**config.mk**
```make
export PLATFORM = sky130hd
export DESIGN_NAME = fg_prog_sequencer
export DESIGN_NICKNAME = d
export VERILOG_FILES = /design/src/rtl/fg_prog_sequencer.sv
export SDC_FILE = /design/constraint.sdc
export NUM_CORES = 1
export LEC_CHECK = 0
export ABC_AREA = 1
export CORE_UTILIZATION = 40
export CTS_CLUSTER_DIAMETER = 120
export DETAILED_ROUTE_END_ITERATION = 10
export PLACE_DENSITY = 0.71
export SYNTH_ARGS = -nofsm -noshare
export SYNTH_HDL_FRONTEND = slang
export SYNTH_SLANG_ARGS = --single-unit
```
**constraint.sdc**
```tcl
create_clock -name clk -period 2 [get_ports clk]
set_input_delay 0.6 -clock clk [delete_from_list [all_inputs] [get_ports clk]]
set_output_delay 0.6 -clock clk [all_outputs]
set_load 0.02 [all_outputs]
```
**src/rtl/fg_prog_sequencer.sv**
```systemverilog
`default_nettype none
// ============================================================================
// Module  : fg_prog_sequencer
// Brief   : Settle/pulse/release programming sequencer for one floating-gate
//           island. Readback (read op, SAMPLE state) needs FGPROG_READBACK_EN.
// Revision: 1.0
// ============================================================================
module fg_prog_sequencer #(
  parameter int ROWS    = 5,
  parameter int COLS    = 4,
  parameter int ROW_W   = 3,
  parameter int COL_W   = 2,
  parameter int CNT_W   = 8,
  parameter int SETTLE  = 4,
  parameter int PULSE_W = 16,
  parameter int GAP_W   = 4,
  parameter int DATA_W  = 10
) (
  input  logic              clk,
  input  logic              rst,
  input  logic              cmd_valid,
  output logic              cmd_ready,
  input  logic [1:0]        cmd_op,
  input  logic [ROW_W-1:0]  cmd_row,
  input  logic [COL_W-1:0]  cmd_col,
  input  logic [CNT_W-1:0]  cmd_pulses,
  input  logic              abort,
  output logic [ROW_W-1:0]  row_sel,
  output logic [COL_W-1:0]  col_sel,
  output logic              drain_sel,
  output logic              prog_en,
  output logic              vinj_pulse,
  output logic              tun_pulse,
  input  logic [DATA_W-1:0] meas_in,
  output logic [DATA_W-1:0] rd_data,
  output logic              rd_valid,
  output logic              done,
  output logic              err,
  output logic              busy
);

  localparam logic [2:0] S_IDLE    = 3'd0;
  localparam logic [2:0] S_SETUP   = 3'd1;
  localparam logic [2:0] S_PULSE   = 3'd2;
  localparam logic [2:0] S_GAP     = 3'd3;
  localparam logic [2:0] S_RELEASE = 3'd5;
  localparam logic [2:0] S_DONE    = 3'd6;
`ifdef FGPROG_READBACK_EN
  localparam logic [2:0] S_SAMPLE  = 3'd4;
  localparam logic [1:0] OP_READ   = 2'b10;
`endif
  localparam logic [1:0] OP_INJ    = 2'b00;
  localparam logic [1:0] OP_TUN    = 2'b01;

  localparam int TMR_MAX_A = (SETTLE > PULSE_W) ? SETTLE : PULSE_W;
  localparam int TMR_MAX   = (TMR_MAX_A > GAP_W) ? TMR_MAX_A : GAP_W;
  localparam int TMR_W     = (TMR_MAX > 1) ? $clog2(TMR_MAX) : 1;
  localparam logic [TMR_W-1:0] T_SETTLE = TMR_W'(SETTLE - 1);
  localparam logic [TMR_W-1:0] T_PULSE  = TMR_W'(PULSE_W - 1);
  localparam logic [TMR_W-1:0] T_GAP    = TMR_W'(GAP_W - 1);
  localparam logic [ROW_W:0]   ROWS_L   = (ROW_W+1)'(ROWS);
  localparam logic [COL_W:0]   COLS_L   = (COL_W+1)'(COLS);

  logic [2:0]        state_q, state_d;
  logic [TMR_W-1:0]  timer_q, timer_d;
  logic [CNT_W-1:0]  cnt_q, cnt_d;
  logic [1:0]        op_q, op_d;
  logic [ROW_W-1:0]  row_sel_q, row_sel_d;
  logic [COL_W-1:0]  col_sel_q, col_sel_d;
  logic              drain_sel_q, drain_sel_d;
  logic              prog_en_q, prog_en_d;
  logic              vinj_q, vinj_d;
  logic              tun_q, tun_d;
  logic              done_q, done_d;
  logic              err_q, err_d;
  logic              busy_q, busy_d;
  logic              cmd_ready_q, cmd_ready_d;
  logic              accept_ok, accept_bad, cmd_legal, drive;

  always_comb begin
    cmd_legal = (cmd_op == OP_INJ) || (cmd_op == OP_TUN);
`ifdef FGPROG_READBACK_EN
    cmd_legal = cmd_legal || (cmd_op == OP_READ);
`endif
    cmd_legal = cmd_legal && ({1'b0, cmd_row} < ROWS_L) && ({1'b0, cmd_col} < COLS_L);
  end

  // State register; outputs are registered from the next-state decode.
  always_ff @(posedge clk or posedge rst) begin
    if (rst) begin
      state_q     <= S_IDLE;
      timer_q     <= '0;
      cnt_q       <= '0;
      op_q        <= '0;
      row_sel_q   <= '0;
      col_sel_q   <= '0;
      drain_sel_q <= 1'b0;
      prog_en_q   <= 1'b0;
      vinj_q      <= 1'b0;
      tun_q       <= 1'b0;
      done_q      <= 1'b0;
      err_q       <= 1'b0;
      busy_q      <= 1'b0;
      cmd_ready_q <= 1'b0;
    end else begin
      state_q     <= state_d;
      timer_q     <= timer_d;
      cnt_q       <= cnt_d;
      op_q        <= op_d;
      row_sel_q   <= row_sel_d;
      col_sel_q   <= col_sel_d;
      drain_sel_q <= drain_sel_d;
      prog_en_q   <= prog_en_d;
      vinj_q      <= vinj_d;
      tun_q       <= tun_d;
      done_q      <= done_d;
      err_q       <= err_d;
      busy_q      <= busy_d;
      cmd_ready_q <= cmd_ready_d;
    end
  end

  always_comb begin
    state_d    = state_q;
    timer_d    = timer_q;
    cnt_d      = cnt_q;
    op_d       = op_q;
    accept_ok  = 1'b0;
    accept_bad = 1'b0;
    case (state_q)
      S_IDLE: begin
        if (cmd_valid && cmd_ready_q) begin
          if (cmd_legal) begin
            accept_ok = 1'b1;
            state_d   = S_SETUP;
            timer_d   = T_SETTLE;
            cnt_d     = cmd_pulses;
            op_d      = cmd_op;
          end else begin
            accept_bad = 1'b1;
          end
        end
      end
      S_SETUP: begin
        if (abort) begin
          state_d = S_RELEASE;
          timer_d = T_SETTLE;
        end else if (timer_q == '0) begin
          if (cnt_q == '0) begin
            state_d = S_RELEASE;
            timer_d = T_SETTLE;
          end else begin
            state_d = S_PULSE;
            timer_d = T_PULSE;
          end
`ifdef FGPROG_READBACK_EN
          if (op_q == OP_READ) state_d = S_SAMPLE;
`endif
        end else begin
          timer_d = timer_q - TMR_W'(1);
        end
      end
      S_PULSE: begin
        if (abort) begin
          state_d = S_RELEASE;
          timer_d = T_SETTLE;
        end else if (timer_q == '0) begin
          state_d = S_GAP;
          timer_d = T_GAP;
          cnt_d   = cnt_q - CNT_W'(1);
        end else begin
          timer_d = timer_q - TMR_W'(1);
        end
      end
      S_GAP: begin
        if (abort || (timer_q == '0 && cnt_q == '0)) begin
          state_d = S_RELEASE;
          timer_d = T_SETTLE;
        end else if (timer_q == '0) begin
          state_d = S_PULSE;
          timer_d = T_PULSE;
        end else begin
          timer_d = timer_q - TMR_W'(1);
        end
      end
`ifdef FGPROG_READBACK_EN
      S_SAMPLE: begin
        state_d = S_RELEASE;
        timer_d = T_SETTLE;
      end
`endif
      S_RELEASE: begin
        if (timer_q == '0) state_d = S_DONE;
        else timer_d = timer_q - TMR_W'(1);
      end
      S_DONE:  state_d = S_IDLE;
      default: state_d = S_IDLE;
    endcase
  end

  // op_d[1] is only ever set for a latched read, which never drives prog_en.
  always_comb begin
    drive       = (state_d != S_IDLE) && (state_d != S_RELEASE) && (state_d != S_DONE);
    cmd_ready_d = (state_d == S_IDLE);
    busy_d      = (state_d != S_IDLE);
    drain_sel_d = drive;
    prog_en_d   = drive && !op_d[1];
    vinj_d      = (state_d == S_PULSE) && (op_d == OP_INJ);
    tun_d       = (state_d == S_PULSE) && (op_d == OP_TUN);
    done_d      = (state_d == S_DONE);
    err_d       = accept_bad;
    row_sel_d   = row_sel_q;
    col_sel_d   = col_sel_q;
    if (accept_ok) begin
      row_sel_d = cmd_row;
      col_sel_d = cmd_col;
    end else if (state_d == S_DONE) begin
      row_sel_d = '0;
      col_sel_d = '0;
    end
  end

`ifdef FGPROG_READBACK_EN
  logic [DATA_W-1:0] rd_data_q, rd_data_d;
  logic              rd_valid_q, rd_valid_d;

  // An aborted SAMPLE neither captures nor flags a measurement.
  always_comb begin
    rd_valid_d = (state_q == S_SAMPLE) && !abort;
    rd_data_d  = rd_valid_d ? meas_in : rd_data_q;
  end

  always_ff @(posedge clk or posedge rst) begin
    if (rst) begin
      rd_data_q  <= '0;
      rd_valid_q <= 1'b0;
    end else begin
      rd_data_q  <= rd_data_d;
      rd_valid_q <= rd_valid_d;
    end
  end

  assign rd_data  = rd_data_q;
  assign rd_valid = rd_valid_q;
`else
  logic unused_meas;
  assign unused_meas = ^meas_in;
  assign rd_data     = '0;
  assign rd_valid    = 1'b0;
`endif

  assign cmd_ready  = cmd_ready_q;
  assign row_sel    = row_sel_q;
  assign col_sel    = col_sel_q;
  assign drain_sel  = drain_sel_q;
  assign prog_en    = prog_en_q;
  assign vinj_pulse = vinj_q;
  assign tun_pulse  = tun_q;
  assign done       = done_q;
  assign err        = err_q;
  assign busy       = busy_q;

endmodule
`default_nettype wire

```
# [Word level (Yosys, flattened, before mapping)]
# Index checks and enable logic that the tools add are counted.
[classes] order_cmp=1 muxes=40 add_sub_neg=2 n_eq_ne=15 reduce_logical=23
[ops] op="two-way mux 4 bit" count=10
[ops] op="two-way mux 3 bit" count=12
[ops] op="two-way mux 8 bit" count=4
[ops] op="case mux 4 bit (5 select lines)" count=1
[ops] op="case mux 8 bit (2 select lines)" count=1
[ops] op="case mux 3 bit (5 select lines)" count=1
[ops] op="two-way mux 2 bit" count=5
[ops] op="!= test 2 bit, second input constant" count=5
[ops] op="== test 3 x 2 -> 1 bit, second input constant" count=3
[ops] op="logical AND 1 bit" count=8
[ops] op="zero test 8 bit" count=1
[ops] op="subtractor 8 x 1 -> 8 bit, second input constant" count=1
[ops] op="== test 3 bit, second input constant" count=2
[ops] op="zero test 3 bit" count=2
[ops] op="two-way mux 1 bit" count=6
[ops] op="!= test 3 bit, second input constant" count=2
[ops] op="AND reduction 5 bit" count=1
[ops] op="nonzero test 5 bit" count=1
[ops] op="== test 2 x 1 -> 1 bit, second input constant" count=2
[ops] op="zero test 2 bit" count=2
[ops] op="zero test 4 bit" count=1
[ops] op="AND reduction 4 bit" count=1
[ops] op="nonzero test 2 bit" count=2
[ops] op="subtractor 4 x 1 -> 4 bit, second input constant" count=1
[ops] op="other kinds (5)" count=6
[totals] regBits=30 out_inout_bits=24

# [Longest topological paths before layout]
# Gate-level depths: netlist of the first run.
[logic_depth] ltp_word=10 ltp_mapped=11 depth_no_buf=11

# [Worst setup path after synthesis of the first run]
# No wires, ideal clock.
[synth_path] kind="input to register" start="input cmd_row[1]" end="register timer_q[2]" setup_slack_ps=399 t_arrival_ps=1481 path_stages=8 path_cell_list="o21ai_0 -> nand2_1 -> nand2_1 -> o21ai_2 -> nor2_2 -> nand4_1 -> o21ai_0 -> inv_1"
[synth_between] elab_chain_len=4
[synth_rtl] item="start: declaration" line="24" text="input logic [ROW_W-1:0] cmd_row,"
[synth_rtl] item="less-than comparator 3 bit" line="85" text="cmd_legal = cmd_legal && ({1'b0, cmd_row} < ROWS_L) && ({1'b0, cmd_col} < COLS_L);"
[synth_rtl] item="logical AND 1 bit" line="85"
[synth_rtl] item="!= test 2 bit (no source line)"
[synth_rtl] item="AND reduction 4 bit (no source line)"
[synth_rtl] item="end signal: assignment" line="107" text="timer_q <= timer_d;"
[synth_rtl] item="end: declaration" line="65" text="logic [TMR_W-1:0] timer_q, timer_d;"
# Every way passes these cells.
# A chain may end at the register's enable or synchronous reset.

# [Worst setup path after layout of the first run]
[layout_path] start="input cmd_row[1]" end="register vinj_q, in the netlist vinj_pulse"
[layout_between] elab_chain_len=7 elab_cells_between_ends=11 classes_between="order compare (1); eq/ne (1); mux (6); reduce/logical (3)"
[layout_rtl] item="less-than comparator 3 bit *" line="85"
[layout_rtl] item="logical AND 1 bit *" line="85"
[layout_rtl] item="two-way mux 3 bit or two-way mux 2 bit (tied branches)" line="133" text="if (cmd_legal) begin"
[layout_rtl] item="two-way mux 3 bit or two-way mux 2 bit (tied branches)" line="132" text="if (cmd_valid && cmd_ready_q) begin"
[layout_rtl] item="case mux 3 bit (5 select lines) or two-way mux 2 bit (tied branches)" line="130" text="case (state_q)"
[layout_rtl] item="== test 3 x 2 -> 1 bit or zero test 2 bit (tied branches)" line="208" text="vinj_d = (state_d == S_PULSE) && (op_d == OP_INJ);"
[layout_rtl] item="logical AND 1 bit *" line="208"
[layout_rtl] item="via vinj_d" line="72" text="logic vinj_q, vinj_d;"
[layout_rtl] item="end signal: assignment" line="114" text="vinj_q <= vinj_d;"
[layout_rtl] item="end: declaration" line="72"
# The timed path passes the listed nets; every way through them passes the cells marked *.

==> summary.txt, run 1 <==
Run status
  • Outcome: finished, final reports clean

Drt
  • Drt drc: 0
  • Final wirelength: 3446 um
  • Vias: 1481
  • Post-route ant nets: 0
  • DR WL met2: 1521 um
  • DRT met1 WL: 1734 um
  • Initial drt markers: 66
  • WL met3: 132 um
  • Routed vias/inst: 4.702
  • Highest routed layer: met4
  • DR pass1 iterations: 4
  • WL/cell: 10.94 um

Clock tree
  • Clock sinks: 30
  • H-tree lvl count: 2
  • TritonCTS clock tree: built
  • Reg clk slew, reported paths: 0.06 ns
  • Max clock buf depth: 2
  • Skew-Pair Late Insertion Delay: 0.29 ns
  • CTS Root Cell: clkbuf_8
  • CTS Buf Count: 5

Power
  • LEAKAGE: 0.001094 uW
  • Sw Ratio: 39.80%
  • Internal power: 1565 uW
  • Flop pwr share: 36.6%
  • Overall power: 2599 uW
  • Sw Pwr: 1035 uW
  • Clock share of power: 19.2%
  • Comb power frac: 44.2%
  • Power per Cell Area: 1191 nW/um2
  • Peak supply drop: 0.3699 mV

Critical path
  • WP data arrival: 2.05 ns
  • Startpoint Class: input port
  • Crit. End Element: flop
  • Reg2Reg Depth: 11
  • Critical path type: input port to flop
  • CP Max Fanout: 7
  • Worst EP required: 2.21 ns

Final layout
  • Final non-filler cell total: 315
  • Layout Nets: 296
  • Area grow syn2layout: 26.65%
  • Ant. Diodes: 0
  • Share of cells above drive strength 1: 12.83%
  • Post-layout util: 53.78%
  • Filler instances: 396

Hold path
  • Hold-critical path depth: 2
  • Worst hold-check path type: flop to flop

Place
  • Placed cells: 305
  • RePlAce Congestion: 0.8293
  • Post-DP HPWL: 2530 um
  • Buffers on Ports: 31

Logic synthesis
  • Async SR Flop Fraction: 100.0%
  • Gate Count Post-Synth: 222
  • Register area share after synthesis: 43.57%
  • Register bit total from synthesis: 30
  • Post-Syn Area: 1723 um2
  • Netlist cell types: 30
  • Avg Cell Area, Syn: 7.761 um2
  • Ys Warns: 0
  • Dominant synthesized flop cell: dfrtp_1
  • Number of synthesized flops with an enable pin: 0

STA
  • Pins Over Slew Limit: 0
  • F_max: 0.5430 GHz
  • Crit path time final: 1.842 ns
  • Final-report hold violation count: 0
  • Final number of setup-violating endpoints: 0
  • Final cycle utilization of the critical path: 92.09%
  • Skew final: 0.006100 ns

Global routing
  • Initial antenna violation count: 0
  • Pin count of the biggest net entering global routing: 31
  • Vias in the first global route: 1308
  • First-pass GRT wire length: 5871 um
  • Grt ovf: 0
  • Total track usage: 17.69%

Floorplanning
  • Width of the die: 67.63 um
  • Row cnt: 23
  • Die area: 4574 um2
  • Core region area: 4058 um2
  • I/O pin total: 53
  • Die Y: 67.63 um
  • Initial core utilization: 42.46%

Job
  • Number of max-cap violations: 0
## Yosys cell counts (3+ instances only)
library cell / count / share of area (%)
a21oi_1: 7 / 2.0
dfrtp_1: 30 / 44
nor2_1: 16 / 3.5
nand4_1: 4 / 1.5
inv_2: 4 / 0.87
buf_2: 3 / 0.87
inv_1: 23 / 5.0
buf_4: 11 / 4.8
o211ai_1: 3 / 1.3
nand3_1: 21 / 6.1
nand2_1: 55 / 12
nand2_2: 4 / 1.5
o21ai_0: 14 / 4.1
o21ai_1: 4 / 1.2
ha_1: 3 / 2.2
## placed cells by master, fill, tap and decap left out, types with 2 or more instances in the layout
| cell | Yosys | routed |
|---|---|---|
| a21oi_1 | 7 | 7 |
| buf_4 | 11 | 10 |
| clkbuf_8 | 0 | 6 |
| clkdlybuf4s50_1 | 0 | 31 |
| conb_1 | 1 | 11 |
| dfrtp_1 | 30 | 30 |
| ha_1 | 3 | 3 |
| inv_1 | 23 | 23 |
| inv_2 | 4 | 4 |
| nand2_1 | 55 | 54 |
| nand2_2 | 4 | 5 |
| nand3_1 | 21 | 21 |
| nand4_1 | 4 | 4 |
| nor2_1 | 16 | 16 |
| nor2_2 | 2 | 2 |
| nor3_1 | 2 | 2 |
| nor3_2 | 2 | 2 |
| o211ai_1 | 3 | 3 |
| o21ai_0 | 14 | 13 |
| o21ai_1 | 4 | 5 |
| xor2_1 | 2 | 2 |
## stage by stage
| stage | worst slack, ns | setup TNS [ns] | area [um2] | hold slack [ns] |
|---|---|---|---|---|
| after floorplan | 0.3991 | 0 | 1760 | 0.4560 |
| after global placement | -0.1631 | -1.111 | 2073 | 0.4780 |
| after detailed placement | -0.1743 | -1.488 | 2073 | 0.4864 |
| after CTS | 0.1180 | 0 | 2165 | 0.4991 |
| after global routing | -0.004683 | -0.004683 | 2182 | 0.5285 |
| final | 0.1583 | 0 | 2182 | 0.4953 |
## metal layers
layer / up-vias / track usage (%)
li1: 775 / -
met1: 674 / 25.03
met2: 26 / 24.50
met3: 6 / 5.574
met4: 0 / 7.181
met5: - / 0
## path summary, 6_finish.rpt
check / from / slack [ns] / endpoint
max reg2reg: cnt_q[0] / 0.31 / vinj_pulse
max in group asynchronous: rst / 1.05 / cmd_ready
min: row_sel[2] / 0.50 / row_sel[2]
min in group asynchronous: rst / 0.68 / cnt_q[7]
min reg2reg: row_sel[2] / 0.50 / row_sel[2]
max: cmd_row[1] / 0.16 / vinj_pulse
## sequential cells by signal, summed over array words and instances, names as in the netlist, 2 cells and up
name	cells
timer_q	4
col_sel	2
cnt_q	8
op_q	2
row_sel	3
state_q	3
## power groups by stage
stage,sequential [uW],clock [uW],combinational [uW]
after floorplan,1030,0,709
after global placement,960,0,1120
after detailed placement,959,0,1140
after CTS,952,512,1150
after global routing,982,544,1310
final,952,499,1150
## logic make-up after synthesis
family | count (synthesis) | share of synthesized area [%]
buffers and inverters | 44 | 13.07
and+or+nand+nor | 110 | 29.56
adders and majority gates | 3 | 2.179
other | 1 | 0.2177
xor gates and xnor gates | 2 | 1.017
AOI/OAI and AO/OA | 32 | 10.39
DFF | 30 | 43.57
## repair_timing
item	4_1_cts	5_1_grt
resized for setup	0	2
hold endpoints to repair	0	0
hold buffers	0	0
setup endpoints to repair	0	5
setup buffers	0	2
## final cells by class
type / count / area, um2 / share of cell area, %
clock buffer: 7 / 86.33 / 3.956
inverter: 28 / 105.1 / 4.817
tap: 50 / 62.56 / 2.867
clock inverter: 1 / 5.005 / 0.2294
timing repair buffer: 41 / 385.4 / 17.66
sequential: 30 / 750.7 / 34.40
multi-input combinational: 158 / 787.0 / 36.07
## critical path: stages
cell	delay (ns)
clkdlybuf4s50_1	0.42
o21ai_1	0.13
nand2_1	0.09
buf_4	0.15
nor3_4	0.24
inv_2	0.12
nand2_2	0.10
nand3_1	0.08
nor2_1	0.12
Note: power is estimated with default switching activity, not from simulation.
==> run 2, diff against run 1 <==
CORE_UTILIZATION = 46   (was 40)
PLACE_DENSITY = 0.8   (was 0.71)
==> run 2 against run 1 <==
Net effect: clock power about the same; global-route usage up 2.6 points; combinational power about the same; sequential power up 0.4%; via count up 0.27%; die area down 13%; clock skew up 0.0012 ns; wire length up 3.1%; critical path type is now flop to output port.
==> summary.txt, run 2 (synthesis results as in run 1) <==
Critical path
  • Worst EP required: 1.40 ns
  • Crit. End Element: output port
  • Startpoint Class: flop
  • Worst path depth: 1
  • Largest stage delay on the critical path: 0.60 ns
  • WP data arrival: 1.24 ns
  • Buffers and inverters on the worst path: 1
  • R2R Path End: tun_pulse
  • R2R Path Start: cnt_q[0]
  • Crit path capture: row_sel[2]
  • Reg2Reg Depth: 11
  • Slowest cell on the critical path: clkdlybuf4s50_1
  • Critical path type: flop to output port
  • R2r setup slk: 0.26 ns
  • Critical Path Source: row_sel[2]
  • CP delay by family, top: buffers and inverters
  • Crit path cell chain: clkdlybuf4s50_1
  • CP Max Fanout: 2

STA
  • Worst Setup Slack, final: 0.1586 ns
  • Final number of setup-violating endpoints: 0
  • Unrepaired setup endpoints after global routing: false
  • F_max: 0.5431 GHz
  • Final cycle utilization of the critical path: 92.07%
  • Crit path time final: 1.841 ns
  • Final TNS setup: 0 ns
  • Pins Over Slew Limit: 0
  • Hold Slack: 0.4987 ns
  • Final-report hold violation count: 0
  • Skew final: 0.007261 ns

Final layout
  • Final Cell Area: 2170 um2
  • Final non-filler cell total: 310
  • Area grow syn2layout: 25.93%
  • Commonest cells after routing, fill and taps aside: 54 x nand2_1, 31 x clkdlybuf4s50_1, 30 x dfrtp_1, 23 x inv_1, 21 x nand3_1
  • Reg with most FFs: cnt_q
  • Commonest non-fill, non-tap cell in the layout: nand2_1
  • Share of cells above drive strength 1: 12.50%
  • Layout Nets: 295
  • Top flop regs: cnt_q: 8 flops, timer_q: 4 flops
  • Ant. Diodes: 0
  • Max reg flops: 8

Clock tree
  • H-tree lvl count: 2
  • CTS Buf Count: 5
  • Clock sinks: 30
  • TritonCTS clock tree: built
  • CTS Root Cell: clkbuf_8
  • Max clock buf depth: 2
  • Reg clk slew, reported paths: 0.06 ns
  • Skew-Pair Late Insertion Delay: 0.28 ns

Floorplanning
  • Row cnt: 21
  • I/O pin total: 53
  • Width of the die: 63.20 um
  • Core region area: 3468 um2
  • Die area: 3994 um2
  • Die Y: 63.20 um
  • Initial core utilization: 49.68%

Job
  • Number of max-cap violations: 0

Hold path
  • Hold path startpoint: op_q[0]
  • Hold-critical path depth: 2
  • Worst hold-check path type: flop to flop

Drt
  • Drt drc: 0
  • Routed vias/inst: 4.790
  • Vias: 1485
  • Initial drt markers: 97
  • Final wirelength: 3553 um
  • Post-route ant nets: 0
  • DR pass1 iterations: 4
  • WL/cell: 11.46 um

Place
  • RePlAce Congestion: 0.8363
  • Post-place setup slack: -0.1800 ns
  • Post-DP Area: 2076 um2
  • Post-DP HPWL: 2594 um
  • Buffers on Ports: 31
  • Placed cells: 302

Power
  • LEAKAGE: 0.001090 uW
  • Peak supply drop: 0.6499 mV
  • Power per Cell Area: 1200 nW/um2

Global routing
  • Pin count of the biggest net entering global routing: 31
  • First-pass GRT wire length: 6237 um
  • Grt ovf: 0
  • Vias in the first global route: 1458
  • Total track usage: 20.27%
  • Initial antenna violation count: 0

Run status
  • Outcome: finished, final reports clean
[run 2: repair_timing]
item / CTS / global route
setup buffers: 0 / 0
hold buffers: 0 / 0
endpoints found under the setup margin: 0 / 5
gates resized for setup: 0 / 1
[run 2: power by group]
group	total [uW]	switching, uW	internal [uW]
logic	1150	683	468
registers	956	131	824
clock network	497	220	277
total	2600	1030	1570
[run 2: layout make-up]
class | count | area (um2)
fillers | 307 | 1299
multi-input cells | 158 | 787.0
flip-flops and latches | 30 | 750.7
repair buffers | 40 | 377.9
inverters | 28 | 105.1
clock buffers | 7 | 86.33
well taps | 46 | 57.56
clock inverters | 1 | 5.005
[run 2: through the flow]
stage	total power (uW)	utilization, %
6_report	2604	62.55
5_1_grt	2839	62.55
4_1_cts	2623	62.48
3_5_place_dp	2114	59.85
3_3_place_gp	2082	59.85
2_1_floorplan	1742	-
[run 2: worst min-delay path by stage]
stage | end | slack, ns
6_report | op_q[0] | 0.50
3_3_place_gp | op_q[0] | 0.47
3_5_place_dp | op_q[0] | 0.48
4_1_cts | op_q[0] | 0.50
5_1_grt | row_sel[1] | 0.52
2_1_floorplan | op_q[0] | 0.46
[run 2: layer usage]
metal	global-route usage [%]	vias to the layer above	routed length, um
met1	25.43	671	1723
met5	0	-	0
li1	-	771	-
met3	4.348	3	142
met2	32.66	40	1661
met4	10.51	0	25
==> run 3, diff against run 2 <==
CORE_UTILIZATION = 62   (was 46)
DONT_BUFFER_PORTS = 1   (was default)
PLACE_DENSITY = 0.79   (was 0.8)
RECOVER_POWER = 50   (was default)
==> run 3 against run 2 <==
Net effect: critical path depth up 7; register-to-register slack about the same; cell area down 19%; largest cell class unchanged; first-iteration DRC count down 78%; worst setup slack better by 0.097 ns; die area down 25%; sequential power up 12%.
==> summary.txt, run 3 (synthesis results as in run 1) <==
Run status
  • Outcome: finished, final reports clean

Power
  • Peak supply drop: 0.9254 mV
  • LEAKAGE: 0.0009290 uW
  • Power per Cell Area: 1279 nW/um2

Job
  • Number of max-cap violations: 0

Drt
  • DR WL met2: 1477 um
  • Final wirelength: 3256 um
  • Highest routed layer: met4
  • DRT met1 WL: 1509 um
  • DR pass1 iterations: 4
  • Post-route ant nets: 0
  • WL met3: 234 um
  • Initial drt markers: 21
  • Drt drc: 0
  • WL/cell: 12.62 um
  • Routed vias/inst: 5.395
  • Vias: 1392

Final layout
  • Filler instances: 221
  • Share of cells above drive strength 1: 10.53%
  • Ant. Diodes: 0
  • Area grow syn2layout: 1.670%
  • Commonest non-fill, non-tap cell in the layout: nand2_1
  • Reg with most FFs: cnt_q
  • Sequential cell area: 750.7 um2
  • Max reg flops: 8
  • Final Cell Area: 1752 um2
  • Commonest cells after routing, fill and taps aside: 55 x nand2_1, 30 x dfrtp_1, 23 x inv_1, 21 x nand3_1, 17 x nor2_1
  • Multi-input gate area: 772.0 um2
  • Layout Nets: 259
  • Top flop regs: cnt_q: 8 flops, timer_q: 4 flops

Global routing
  • Pin count of the biggest net entering global routing: 17
  • First-pass GRT wire length: 5119 um
  • Grt ovf: 0
  • Initial antenna violation count: 0
  • Total track usage: 24.74%
  • Vias in the first global route: 1184

Floorplanning
  • Core region area: 2545 um2
  • I/O pin total: 53
  • Die Y: 54.72 um
  • Die area: 2994 um2
  • Row cnt: 18
  • Initial core utilization: 67.70%
  • Width of the die: 54.72 um

STA
  • Unrepaired setup endpoints after global routing: false
  • Max_slew headroom: 45.08%
  • Final number of setup-violating endpoints: 0
  • Final TNS setup: 0 ns
  • F_max: 0.5734 GHz
  • Crit path time final: 1.744 ns
  • Skew final: 0.007935 ns
  • Final-report hold violation count: 0
  • Final cycle utilization of the critical path: 87.20%
  • Pins Over Slew Limit: 0
  • Hold Slack: 0.2091 ns
  • Worst-margin pin slew: 0.8238 ns

Clock tree
  • TritonCTS clock tree: built
  • Clock sinks: 30
  • H-tree lvl count: 2
  • Max clock buf depth: 2
  • CTS Buf Count: 5
  • Post-CTS Setup Inserts: 0
  • Post-CTS Resized: 0
  • CTS hold repair buffers: 0
  • Skew-Pair Late Insertion Delay: 0.32 ns
  • CTS Root Cell: clkbuf_4
  • Reg clk slew, reported paths: 0.09 ns

Hold path
  • Worst hold-check path type: input port to asynchronous set/reset pin

Critical path
  • Worst EP required: 2.25 ns
  • Startpoint Class: flop
  • CP delay by family, top: simple AND/OR/NAND/NOR gates
  • Slowest cell on the critical path: dfrtp_1
  • WP data arrival: 2.00 ns
  • Crit. End Element: flop
  • Reg2Reg Depth: 8
  • CP Max Fanout: 8
  • R2R Path End: tun_pulse
  • Buffers and inverters on the worst path: 2
  • Largest stage delay on the critical path: 0.41 ns
  • R2R Path Start: timer_q[0]
  • Critical path type: flop to flop
  • R2r setup slk: 0.26 ns
  • Crit path cell chain: inv_1 > ha_1 > nand2_2 > nor2_1 > inv_1 > nand2_1 > nand4_1 > nor2_1

Place
  • Buffers on Ports: 0
  • Post-DP Area: 1720 um2
  • RePlAce Congestion: 0.8462
  • Post-DP HPWL: 2504 um
==> run 3: cell types whose count changed in the layout (fill, tap and decap cells not counted), sizes merged <==
| cell | previous run | this run |
|---|---|---|
| clkdlybuf4s50 | 31 | 0 |
| buf | 9 | 3 |
| clkbuf | 7 | 8 |
==> run 3: routing by layer <==
metal / GRT usage, % / up-vias
met2: 37.15 / 50
met3: 9.722 / 5
met1: 32.30 / 634
met5: 0 / -
li1: - / 703
met4: 7.692 / 0
==> run 3: layout make-up <==
class,count,share of cell area (%)
multi-input combinational,158,44.07
sequential,30,42.86
inverter,28,6.000
clock buffer,7,3.143
tap,30,2.143
timing repair buffer,4,1.500
clock inverter,1,0.2857
==> run 3: how the worst max path moves through the flow <==
stage	slack, ns	depth (start not counted)	to	from
2_1_floorplan	0.40	8	timer_q[2]	cmd_row[1]
3_5_place_dp	0.19	8	timer_q[2]	cmd_row[1]
6_report	0.26	8	tun_pulse	timer_q[0]
4_1_cts	0.30	9	timer_q[2]	cnt_q[0]
5_1_grt	0.09	9	timer_q[2]	cnt_q[0]
3_3_place_gp	0.24	8	timer_q[2]	cmd_row[1]
==> run 3: where the power goes <==
group          switching, uW  total [uW]  internal, uW  leakage, uW
combinational            535         809           274     0.000511
sequential               244        1070           822     0.000382
clock                    195         365           170    0.0000353
total                    975        2240          1270     0.000929
==> run 3: metrics by stage <==
stage | power [uW] | utilization (%) | std cells | setup slack, ns
after detailed placement | 1904 | 67.60 | 250 | 0.1929
after floorplan | 1742 | - | 232 | 0.3991
after global routing | 2445 | 68.83 | 258 | 0.08691
after global placement | 1862 | 67.60 | 250 | 0.2372
after CTS | 2278 | 69.96 | 258 | 0.2989
final | 2241 | 68.83 | 258 | 0.2561
==> run 3: worst reg2reg max path, cell delays in order, from the launching register on <==
cell	delay (ns)
dfrtp_1	0.41
inv_1	0.11
ha_1	0.17
nand2_2	0.11
nor2_1	0.32
inv_1	0.21
nand2_1	0.13
nand4_1	0.12
nor2_1	0.10
